$ cat src/rtl/proc_pkg.sv
// rtl/proc_pkg.sv - shared pipeline defaults and stage index constants
package proc_pkg;

    localparam int DEF_DATA_W     = 16;
    localparam int DEF_REG_AW     = 3;
    localparam int DEF_LOAD_READY = 1;

    localparam int STG_EX  = 0;
    localparam int STG_MEM = 1;
    localparam int STG_WB  = 2;

endpackage

$ cat src/rtl/fwd_port.sv
// rtl/fwd_port.sv - per read port priority match over tracked stages
module fwd_port
    import proc_pkg::*;
#(
    parameter int NSTAGE     = 3,
    parameter int DATA_W     = DEF_DATA_W,
    parameter int REG_AW     = DEF_REG_AW,
    parameter int LOAD_READY = DEF_LOAD_READY
) (
    input  logic                       req,
    input  logic [REG_AW-1:0]          sel,
    input  logic [NSTAGE-1:0]          v,
    input  logic [NSTAGE-1:0]          ld,
    input  logic [NSTAGE*REG_AW-1:0]   dest,
    input  logic [NSTAGE*DATA_W-1:0]   stage_data,
    output logic                       hit,
    output logic [DATA_W-1:0]          data,
    output logic                       hazard
);

    logic found;

    // Youngest stage (lowest index) that matches decides; a load not yet
    // producing its result turns the match into a hazard instead of a hit.
    always_comb begin
        hit    = 1'b0;
        data   = '0;
        hazard = 1'b0;
        found  = 1'b0;
        for (int k = 0; k < NSTAGE; k++) begin
            if (!found && req && v[k] && (dest[k*REG_AW +: REG_AW] == sel)) begin
                found = 1'b1;
                if (ld[k] && (k < LOAD_READY)) begin
                    hazard = 1'b1;
                end else begin
                    hit  = 1'b1;
                    data = stage_data[k*DATA_W +: DATA_W];
                end
            end
        end
    end

endmodule

$ cat src/rtl/fwd_scoreboard.sv
// rtl/fwd_scoreboard.sv - in-flight destination tracker with forwarding and load-use stall
module fwd_scoreboard
    import proc_pkg::*;
#(
    parameter int DATA_W     = DEF_DATA_W,
    parameter int REG_AW     = DEF_REG_AW,
    parameter int NSTAGE     = 3,
    parameter int NREAD      = 2,
    parameter int LOAD_READY = DEF_LOAD_READY,
    parameter int CNT_W      = 16
) (
    input  logic                       clk,
    input  logic                       rst,
    input  logic                       issue_valid,
    input  logic                       issue_wr,
    input  logic                       issue_load,
    input  logic [REG_AW-1:0]          issue_dest,
    input  logic [NREAD-1:0]           rd_req,
    input  logic [NREAD*REG_AW-1:0]    rd_sel,
    input  logic [NSTAGE*DATA_W-1:0]   stage_data,
    input  logic                       flush,
    input  logic                       freeze,
    output logic [NREAD-1:0]           fwd_hit,
    output logic [NREAD*DATA_W-1:0]    fwd_data,
    output logic                       stall,
    output logic [CNT_W-1:0]           stall_cnt
);

    logic [NSTAGE-1:0]        v_q;
    logic [NSTAGE-1:0]        ld_q;
    logic [NSTAGE*REG_AW-1:0] dest_q;
    logic [NREAD-1:0]         port_hazard;
    logic                     new_valid;

    for (genvar p = 0; p < NREAD; p++) begin : g_port
        fwd_port #(
            .NSTAGE     (NSTAGE),
            .DATA_W     (DATA_W),
            .REG_AW     (REG_AW),
            .LOAD_READY (LOAD_READY)
        ) u_port (
            .req        (rd_req[p]),
            .sel        (rd_sel[p*REG_AW +: REG_AW]),
            .v          (v_q),
            .ld         (ld_q),
            .dest       (dest_q),
            .stage_data (stage_data),
            .hit        (fwd_hit[p]),
            .data       (fwd_data[p*DATA_W +: DATA_W]),
            .hazard     (port_hazard[p])
        );
    end

    // A flushed decode instruction never stalls; a stalled or flushed one enters as a bubble.
    always_comb begin
        stall     = issue_valid & ~flush & (|port_hazard);
        new_valid = issue_valid & issue_wr & ~stall & ~flush;
    end

    // Entry pipeline: clear on reset, hold on freeze, otherwise shift toward writeback.
    always_ff @(posedge clk) begin
        if (rst) begin
            v_q    <= '0;
            ld_q   <= '0;
            dest_q <= '0;
        end else if (!freeze) begin
            for (int k = 1; k < NSTAGE; k++) begin
                v_q[k]                   <= v_q[k-1];
                ld_q[k]                  <= ld_q[k-1];
                dest_q[k*REG_AW +: REG_AW] <= dest_q[(k-1)*REG_AW +: REG_AW];
            end
            v_q[STG_EX]                       <= new_valid;
            ld_q[STG_EX]                      <= new_valid & issue_load;
            dest_q[STG_EX*REG_AW +: REG_AW]   <= issue_dest;
        end
    end

    // Saturating count of cycles the pipeline actually spent stalled.
    always_ff @(posedge clk) begin
        if (rst) begin
            stall_cnt <= '0;
        end else if (stall && !freeze && (stall_cnt != {CNT_W{1'b1}})) begin
            stall_cnt <= stall_cnt + CNT_W'(1);
        end
    end

endmodule

$ cat config.mk
export PLATFORM = sky130hd
export DESIGN_NAME = fwd_scoreboard
export DESIGN_NICKNAME = d
export VERILOG_FILES = /design/src/rtl/proc_pkg.sv /design/src/rtl/fwd_port.sv /design/src/rtl/fwd_scoreboard.sv
export SDC_FILE = /design/constraint.sdc
export NUM_CORES = 1
export LEC_CHECK = 0
export ABC_AREA = 1
export CAP_MARGIN = 30
export CORE_MARGIN = 2
export CORE_UTILIZATION = 25
export DETAILED_ROUTE_END_ITERATION = 8
export PLACE_DENSITY = 0.6
export SLEW_MARGIN = 40
export SYNTH_ARGS = -nofsm -noshare
export SYNTH_HDL_FRONTEND = slang
export SYNTH_SLANG_ARGS = --single-unit
export TNS_END_PERCENT = 20
$ cat constraint.sdc
create_clock -name clk -period 6.9 [get_ports clk]
set_clock_uncertainty 0.05 [all_clocks]
set_input_delay 2.07 -clock clk [delete_from_list [all_inputs] [get_ports clk]]
set_output_delay 2.07 -clock clk [all_outputs]
set_load 0.02 [all_outputs]
==> reports/metrics.cfg <==
[status]
status=completed

[floorplan]
die_w_um=107.5
ios=117
die_y_um=107.5
row_count=37
die_area_mm2=0.01155
core_area_mm2=0.01037
initial_core_util_pct=25.82

[routing]
routed_via_density=5.088
drt_iter0_drc=254
detailroute.via_count=3455
drc_errors=0
drt_wl_total_mm=9.898
dr.pass1.iters=5
routedWlPerCell_um=14.58
detail-route-antenna-nets=0

[placement]
gp_congestion=0.8535
place_ws_ns=0.3807
hpwl_mm=7.198
postPlaceCellArea_mm2=0.003895
placedCellCount=671
numPortBuffers=116

[synthesis]
synth_area_mm2=0.002678
syn_inst=440
yosys_warnings=0
synth_nets=507
synthDistinctLibCells=34
avgSynthCellArea_um2=6.085
ys_ff_latch=29
ys_seq_area_share_pct=21.68

[clocking]
cts_hold_buf=0
cts_tree=built
clk_path_buf_depth=2
cts_sinks=29
path_clk_slew_ns=0.06
cts_max_level=2
root_buffer=clkbuf_8
post-cts-setup-buffer-count=0
ctsResizeCount=0
clk_latency_ns=0.29
cts_buffers=5

[grt]
gr-usage-all-layers_pct=16.71
grt_overflow=0
grt_pass1_wl_mm=15.79
grt_start_max_net_pins=35
grt_pass1_vias=3277
antenna_found_initial=0

[finish]
area_growth_pct=49.25
design_area_mm2=0.003996
antenna_cells=0
layout-drive-gt1-share_pct=9.392
final_util_pct=38.54
fin_nets=609
final_cells=679
final_cell_mix=nand3_1, clkdlybuf4s50_1, nand2_1

[critical_path]
worstSetupPathType=in -> out
cp-start-kind=input port
rr_startpoint=stall_cnt[1]
crit_arrival_ns=4.38
required_ns=4.78
rrSetupSlack_ns=4.73
cp_cell_sequence=clkdlybuf4s50_1 > xnor2_1 > nand3_1 > nor2_1 > and2_4 > nand2_1 > nand3_1 > clkdlybuf4s50_1
end_kind=primary output
cp_slowest_cell=clkdlybuf4s50_1
cpPeakStageDelay_ns=0.62
cp_max_fo=16
reg2reg_to=stall_cnt[15]
reg2reg_depth=9

[worst_hold_path]
holdPathStages=2
hold_path_startpoint=v_q[2]
whs_endpoint=v_q[2]
hold_path.class=reg -> reg

[timing]
max_slew.worst_pin.slew_ns=0.7321
tns_ns=0
finalCritPeriodShare_pct=94.24
clock.fmax_ghz=0.1538
slew_headroom_pct=51.14
setup_viol=0
post-route-min-period_ns=6.502
maxSlewViolCount=0
whs_ns=0.4500
worst_slack_ns=0.3977
hold_viol=0
rsz0062_at_grt=no

[pwr]
p_per_area_mw_per_mm2=108.2
total_power_mw=0.4322
ir_worst_vdd_mv=0.07293
leakage_nw=1.551

[flow_run]
drv_cap=0

[worst max path at each step]
stage,start,end,slack (ns),cells past startpoint
6_report,rd_sel[5],fwd_data[18],0.40,8
2_1_floorplan,rd_sel[2],fwd_data[5],1.58,7
4_1_cts,rd_sel[5],fwd_data[18],0.38,8
3_3_place_gp,rd_sel[4],fwd_data[18],0.36,9
3_5_place_dp,rd_sel[5],fwd_data[18],0.38,8
5_1_grt,rd_sel[4],fwd_data[20],0.23,9
[layout make-up]
type	count	area, µm²
clock buffers	7	96.34
fillers	1102	6374
repair buffers	122	1206
multi-input cells	351	1814
flip-flops and latches	29	580.6
well taps	136	170.2
inverters	33	123.9
clock inverters	1	5.005
[routing by layer]
metal | track usage (%) | up-vias | part of all wire, %
met4 | 4.853 | 0 | 2.0
li1 | - | 1697 | -
met3 | 3.632 | 19 | 7.7
met1 | 21.04 | 1589 | 43
met5 | 0 | - | 0
met2 | 28.53 | 150 | 48
[sequential cells by signal, indices dropped and copies added, names as in the netlist]
name,flops
ld_q,1
v_q,3
stall_cnt,16
dest_q,9
[report_power, final]
| group | total [mW] | internal [mW] | leakage [nW] | switching [mW] |
|---|---|---|---|---|
| Clock | 0.158 | 0.0901 | 0.0542 | 0.0681 |
| Sequential | 0.176 | 0.172 | 0.236 | 0.00380 |
| Combinational | 0.0984 | 0.0507 | 1.26 | 0.0477 |
| Total | 0.432 | 0.313 | 1.55 | 0.120 |
[worst max-delay path, delay by kind of cell]
kind | cells | cell delay, ns
xor gates and xnor gates | 1 | 0.15
and+or+nand+nor | 5 | 0.96
buffers and inverters | 2 | 1.19
[Yosys cell counts]
cell type  number  share of area [%]
ha_1            1               0.47
nor2_1         30                4.2
and2_4          2               0.65
a21oi_1        28                5.2
buf_12          1               0.75
nand3b_1        2               0.56
o22ai_1         1               0.23
nor3_1          1               0.19
inv_1          29                4.1
buf_6           2               0.84
buf_4           2               0.56
xnor2_1         5                1.6
nand2_1        89                 12
nor3_4          1               0.61
xor2_1          5                1.6
nor2_4          1               0.42
clkinv_1        1               0.14
o21ai_0        17                3.2
o2111ai_1       1               0.33
inv_2           3               0.42
nand3_1       116                 22
buf_1           1               0.14
clkbuf_1       12                1.7
nor2_8          1               0.75
buf_8           1               0.56
o211ai_1        1               0.28
nor2_2          3               0.70
nand3_2        11                4.1
dfxtp_1        29                 22
nand4_1        21                4.9
nor3_2          1               0.37
buf_2           8                1.5
and2_1          1               0.23
nand2_2        12                2.8
[logic make-up after synthesis]
logic type,synth area share (%)
and+or+nand+nor,54.67
buffers and inverters,10.65
xor gates and xnor gates,3.271
AOI/OAI and AO/OA,9.252
DFF,21.68
adders and majority gates,0.4672
Note: power is estimated with default switching activity, not from simulation.
